File: config.mk
export PLATFORM = sky130hd
export DESIGN_NAME = clint_timer
export DESIGN_NICKNAME = d
export VERILOG_FILES = /design/src/rtl/clint_pkg.sv /design/src/rtl/clint_prescale.sv /design/src/rtl/clint_timer.sv
export SDC_FILE = /design/constraint.sdc
export NUM_CORES = 1
export LEC_CHECK = 0
export ABC_AREA = 1
export ABC_CLOCK_PERIOD_IN_PS = 11100
export BUFFER_PORTS_ARGS = -buffer_cell sky130_fd_sc_hd__buf_2
export CAP_MARGIN = 20
export CORE_MARGIN = 3
export CORE_UTILIZATION = 28
export DETAILED_ROUTE_END_ITERATION = 8
export GPL_TIMING_DRIVEN = 0
export PLACE_DENSITY = 0.41
export SYNTH_ARGS = -nofsm -noshare
export SYNTH_HDL_FRONTEND = slang
export SYNTH_SLANG_ARGS = --single-unit
File: constraint.sdc
create_clock -name clk -period 11.1 [get_ports clk]
set_input_delay 0 -clock clk [delete_from_list [all_inputs] [get_ports clk]]
set_output_delay 0 -clock clk [all_outputs]
set_load 0.1 [all_outputs]
File: src/rtl/clint_pkg.sv
// Shared definitions for the CLINT timer block: register offsets, reset values
// and the byte-lane write merge used by every writable register.
package clint_pkg;

    localparam logic [15:0] CLINT_MSIP     = 16'h0000;
    localparam logic [15:0] CLINT_MTIMECMP = 16'h0008;
    localparam logic [15:0] CLINT_MTIME    = 16'h0010;

    localparam logic [63:0] MTIMECMP_RESET = 64'hFFFF_FFFF_FFFF_FFFF;

    typedef enum logic [1:0] {
        REG_NONE,
        REG_MSIP,
        REG_MTIMECMP,
        REG_MTIME
    } clint_reg_e;

    function automatic logic [63:0] lane_merge(
        input logic [63:0] old_val,
        input logic [63:0] new_val,
        input logic [7:0]  lane_mask
    );
        logic [63:0] merged;
        merged = old_val;
        for (int unsigned i = 0; i < 8; i++) begin
            if (lane_mask[i]) merged[8*i +: 8] = new_val[8*i +: 8];
        end
        return merged;
    endfunction

endpackage

File: src/rtl/clint_prescale.sv
// mtime prescaler: counts enabled cycles 0..PRESCALE-1 and pulses tick on wrap.
module clint_prescale #(
    parameter int PRESCALE      = 1,
    parameter int PRESCALE_BITS = 16
) (
    input  logic clk,
    input  logic reset,
    input  logic en,
    input  logic clear,
    output logic tick
);

    localparam logic [PRESCALE_BITS-1:0] LAST = PRESCALE_BITS'(PRESCALE - 1);

    logic [PRESCALE_BITS-1:0] count;

    // With PRESCALE=1 the count is pinned at 0, so tick follows en directly.
    assign tick = en & (count == LAST);

    always_ff @(posedge clk or posedge reset) begin
        if (reset) begin
            count <= '0;
        end else if (clear) begin
            count <= '0;
        end else if (en) begin
            count <= tick ? '0 : count + PRESCALE_BITS'(1);
        end
    end

endmodule

File: src/rtl/clint_timer.sv
// Machine timer / software interrupt source on the split addr/data IO bus.
// Holds mtime, mtimecmp and msip; feeds the CLIC timer and IP interrupts.
module clint_timer
    import clint_pkg::*;
#(
    parameter int RV            = 64,
    parameter int PRESCALE      = 1,
    parameter int PRESCALE_BITS = 16
) (
    input  logic          clk,
    input  logic          reset,
    input  logic          addr_req,
    output logic          addr_ack,
    input  logic          sel_m,
    input  logic          sel_s,
    input  logic          sel_u,
    input  logic [15:0]   addr,
    input  logic          read,
    input  logic [7:0]    mask,
    input  logic [RV-1:0] wdata,
    output logic          data_req,
    input  logic          data_ack,
    output logic [RV-1:0] rdata,
    input  logic          tick_en,
    output logic          timer_interrupt,
    output logic          ip_interrupt,
    output logic [63:0]   mtime
);

    logic          any_sel;
    logic          wr_en;
    logic          rd_en;
    logic          mtime_wr;
    logic          tick;
    logic          msip;
    logic [63:0]   mtimecmp;
    logic [63:0]   wd64;
    logic [7:0]    m64;
    logic [63:0]   reg_val;
    logic [RV-1:0] rd_val;
    logic [15:0]   base;
    clint_reg_e    reg_sel;
    logic          unused_lsbs;

    assign any_sel  = sel_m | sel_s | sel_u;
    assign addr_ack = addr_req & any_sel;
    assign wr_en    = addr_req & sel_m & ~read;
    assign rd_en    = addr_req & any_sel & read;
    assign base     = {addr[15:3], 3'b000};

    always_comb begin
        reg_sel = REG_NONE;
        case (base)
            CLINT_MSIP:     reg_sel = REG_MSIP;
            CLINT_MTIMECMP: reg_sel = REG_MTIMECMP;
            CLINT_MTIME:    reg_sel = REG_MTIME;
            default:        reg_sel = REG_NONE;
        endcase
    end

    always_comb begin
        reg_val = '0;
        case (reg_sel)
            REG_MSIP:     reg_val = {63'd0, msip};
            REG_MTIMECMP: reg_val = mtimecmp;
            REG_MTIME:    reg_val = mtime;
            default:      reg_val = '0;
        endcase
    end

    // Narrow buses map each 32-bit access onto the matching half of the 64-bit lanes.
    if (RV == 64) begin : g_rv64
        assign wd64   = wdata;
        assign m64    = mask;
        assign rd_val = reg_val;
    end else begin : g_rv32
        assign wd64   = {wdata, wdata};
        assign m64    = addr[2] ? {mask[3:0], 4'h0} : {4'h0, mask[3:0]};
        assign rd_val = addr[2] ? reg_val[63:32] : reg_val[31:0];
    end

    assign unused_lsbs = ^{addr[2:0], mask[7:4]};

    assign mtime_wr     = wr_en & (reg_sel == REG_MTIME) & (|m64);
    assign ip_interrupt = msip;

    clint_prescale #(
        .PRESCALE      (PRESCALE),
        .PRESCALE_BITS (PRESCALE_BITS)
    ) u_prescale (
        .clk   (clk),
        .reset (reset),
        .en    (tick_en),
        .clear (mtime_wr),
        .tick  (tick)
    );

    always_ff @(posedge clk or posedge reset) begin
        if (reset) begin
            msip            <= 1'b0;
            mtimecmp        <= MTIMECMP_RESET;
            mtime           <= '0;
            timer_interrupt <= 1'b0;
            data_req        <= 1'b0;
            rdata           <= '0;
        end else begin
            if (wr_en && reg_sel == REG_MSIP && m64[0]) msip <= wd64[0];
            if (wr_en && reg_sel == REG_MTIMECMP) mtimecmp <= lane_merge(mtimecmp, wd64, m64);

            if (mtime_wr) begin
                mtime <= lane_merge(mtime, wd64, m64);
            end else if (tick) begin
                mtime <= mtime + 64'd1;
            end

            timer_interrupt <= (mtime >= mtimecmp);

            if (rd_en) begin
                rdata    <= rd_val;
                data_req <= 1'b1;
            end else if (data_ack) begin
                data_req <= 1'b0;
            end
        end
    end

endmodule
==> reports/summary.txt <==
Post-synthesis sequential area ratio: 37.8%
Net Sw Frac: 39.9%
NumNets Final: 2636
Die Area: 0.0534 mm2
R2r setup slk: 7.95 ns
CTS sink count: 211
Die height: 231 um
Crit share post-route: 28.3%
Crit Reg-Reg Endpoint: mtime[52]
Worst Reg-to-Reg Cells: 12
Vias/cell: 4.86
Initial core utilization: 28.7%
RSZ-0062 raised after global routing: false
Maximum clock insertion buffer count: 3
Clock Power Share: 36.4%
WP data arrival: 3.60 ns
Minimum clock period: 3.15 ns
Synth unique cells: 37
Synth Register Bits: 211
TritonRoute pass-1 iters: 5
Critical path class: register to register
Max-Slew Margin vs Limit: 16.1%
Leakage power total: 9.26 nW
Leading area contributor after synthesis: dfrtp_1
Worst-path clk slew: 0.06 ns
Max IR drop VDD: 0.000104 V
Rows: 81
ANT cells: 0
Routed length per placed instance: 21.4 um
FF/Latch Area: 0.00536 mm2
DR vias: 15300
Setup Total Neg Slack: 0 ns
Hold WC Path Type: primary input to register
Switching pwr: 1.04 mW
Worst skew pair latency: 0.57 ns
Total power: 2.61 mW
Multi-input logic area: 0.00738 mm2
Post-route DRC: 0
F_max: 0.318 GHz
CP required: 11.55 ns
Asr flop ratio synth: 100%
Hold_ws: 0.0468 ns
Area grow syn2layout: 28.7%
Most common cell after layout, fill and taps aside: nand2_1
Pins Over Slew Limit: 0
GP Congestion: 0.943
Combinational Power Share: 28.3%
Max FO, Critical Path: 9
Yosys top cell area share: 26.0%
Post-Synthesis Cells: 2107
Final Hold Viols: 0
Largest net degree at the start of global routing: 108
Total gr overflow: 0
I/O Buffers: 224
Die X: 231 um
Syn avg cell area: 6.73 um2
DP HPWL: 52.2 mm
Hold path cells: 4
Ports: 229
Mapped Area: 0.0142 mm2
Most used DFF post-synth: dfrtp_1
Post_cts resized: 0
Worst-Margin Slew: 1.26 ns
Initial DRC count: 1029
P_int: 1.57 mW
Setup Viol. Count Final: 0
Sequential power share: 35.3%
Ranking of synthesized cells by area: dfrtp_1 (26%), nand2_1 (17%), dfstp_2 (12%), nor2_1 (8.1%), inv_1 (7.8%)
PD cells: 143 mW/mm2
EDFF count, synth: 0
Root buffer cell: clkbuf_16
Reg2reg start: mtime[1]
Fillcell total: 5560
TritonCTS clock tree: yes
Outcome: completed
Startpoint types: register
Core area: 0.0495 mm2
GR Util All Layers: 24.9%
Antenna-violating nets left: 0
Max capacitance violation total: 0
Clock Skew: 0.0185 ns
Warnings, synthesis: 0
Worst hold start: tick_en
First-pass GRT wire length: 99.7 mm
Layout cells sized above 1: 15.7%
CTS buffer count: 27
Hold EP: u_prescale.count[11]
CTS H-Tree Depth: 1
Most frequent cells in the layout: nand2_1 (629), nor2_1 (305), inv_1 (293)
Crit path capture type: register
Mapped Nets: 2271
Routed WL: 67.5 mm
Number of global-route vias before repair: 15200
Initial antenna violation count: 1
state kept, by name (all words and copies together), names as in the netlist:
| name | cells |
|---|---|
| mtime | 64 |
| mtimecmp | 64 |
| rdata | 64 |
| u_prescale.count | 16 |
| data_req | 1 |
| ip_interrupt | 1 |
| timer_interrupt | 1 |
cells in the mapped netlist (all sizes together) (26+ instances only):
library cell / number
nand3: 130
dfrtp: 147
nor2: 312
nand4: 41
dfstp: 64
nor3: 30
o211ai: 26
inv: 301
nand2: 636
clkbuf: 30
o22ai: 40
a21oi: 76
buf: 31
ha: 67
o21ai: 128
worst max path at each step:
| stage | cells after the start | to | startpoint |
|---|---|---|---|
| 3_5_place_dp | 12 | mtime[52] | mtime[1] |
| 5_1_grt | 12 | mtime[52] | mtime[1] |
| 4_1_cts | 12 | mtime[52] | mtime[1] |
| 6_report | 12 | mtime[52] | mtime[1] |
| 3_3_place_gp | 2 | u_prescale.count[9] | reset |
| 2_1_floorplan | 1 | data_req | reset |
area by class of cell:
| cell class | instances | share of cell area [%] |
|---|---|---|
| timing repair buffer | 336 | 12.4 |
| multi-input combinational | 1534 | 40.5 |
| tap | 664 | 4.56 |
| clock inverter | 7 | 0.508 |
| buffer | 61 | 1.67 |
| sequential | 211 | 29.4 |
| clock buffer | 42 | 4.73 |
| inverter | 301 | 6.24 |
logic make-up after synthesis:
group,share of synthesized area (%)
xor gates and xnor gates,0.618
AOI/OAI and AO/OA,10.9
buffers and inverters,10.1
muxes,0.0795
DFF,37.8
adders and majority gates,5.92
and+or+nand+nor,34.6
through the flow:
stage / setup slack (ns) / std cells / instance area [um2] / util (%)
final: 7.95 / 3156 / 18200 / 36.9
after global routing: 7.79 / 3156 / 18200 / 36.9
after CTS: 8.07 / 3156 / 18200 / 36.9
after detailed placement: 8.09 / 2998 / 16200 / 32.7
after global placement: 1.96 / 2995 / 16100 / 32.6
after floorplan: 5.44 / 2107 / 14200 / -
repair_timing:
| item | in CTS | in global routing |
|---|---|---|
| buffers inserted | 0 | 0 |
| hold buffers | 109 | 0 |
| hold endpoints to repair | 210 | 0 |
worst max-delay path: stages, from the launching register on:
cell and delay (ns):
dfrtp_1 0.46, ha_1 0.32, inv_1 0.09, nor2_1 0.41, nand2_1 0.33, nor2_4 0.39, nand2_1 0.28, nor2_1 0.31
nand2_1 0.08, nand2_1 0.06, nand3_1 0.13, nand2_1 0.11, nand2_1 0.05
layer usage:
layer	share of wire [%]	track usage, %	wire length [um]
met5	0.010	0	7
met4	2.4	5.50	1600
met3	5.0	2.60	3370
met2	44	39.9	30000
met1	48	36.1	32500
power groups by stage:
| stage | logic [mW] | registers [mW] | clock network, mW |
|---|---|---|---|
| 6_report | 0.736 | 0.920 | 0.949 |
| 3_5_place_dp | 0.719 | 0.933 | 0 |
| 4_1_cts | 0.740 | 0.920 | 0.976 |
| 5_1_grt | 0.789 | 0.930 | 1.00 |
| 2_1_floorplan | 0.212 | 1.24 | 0 |
| 3_3_place_gp | 0.711 | 0.933 | 0 |
(Power assumes the default switching activity.)
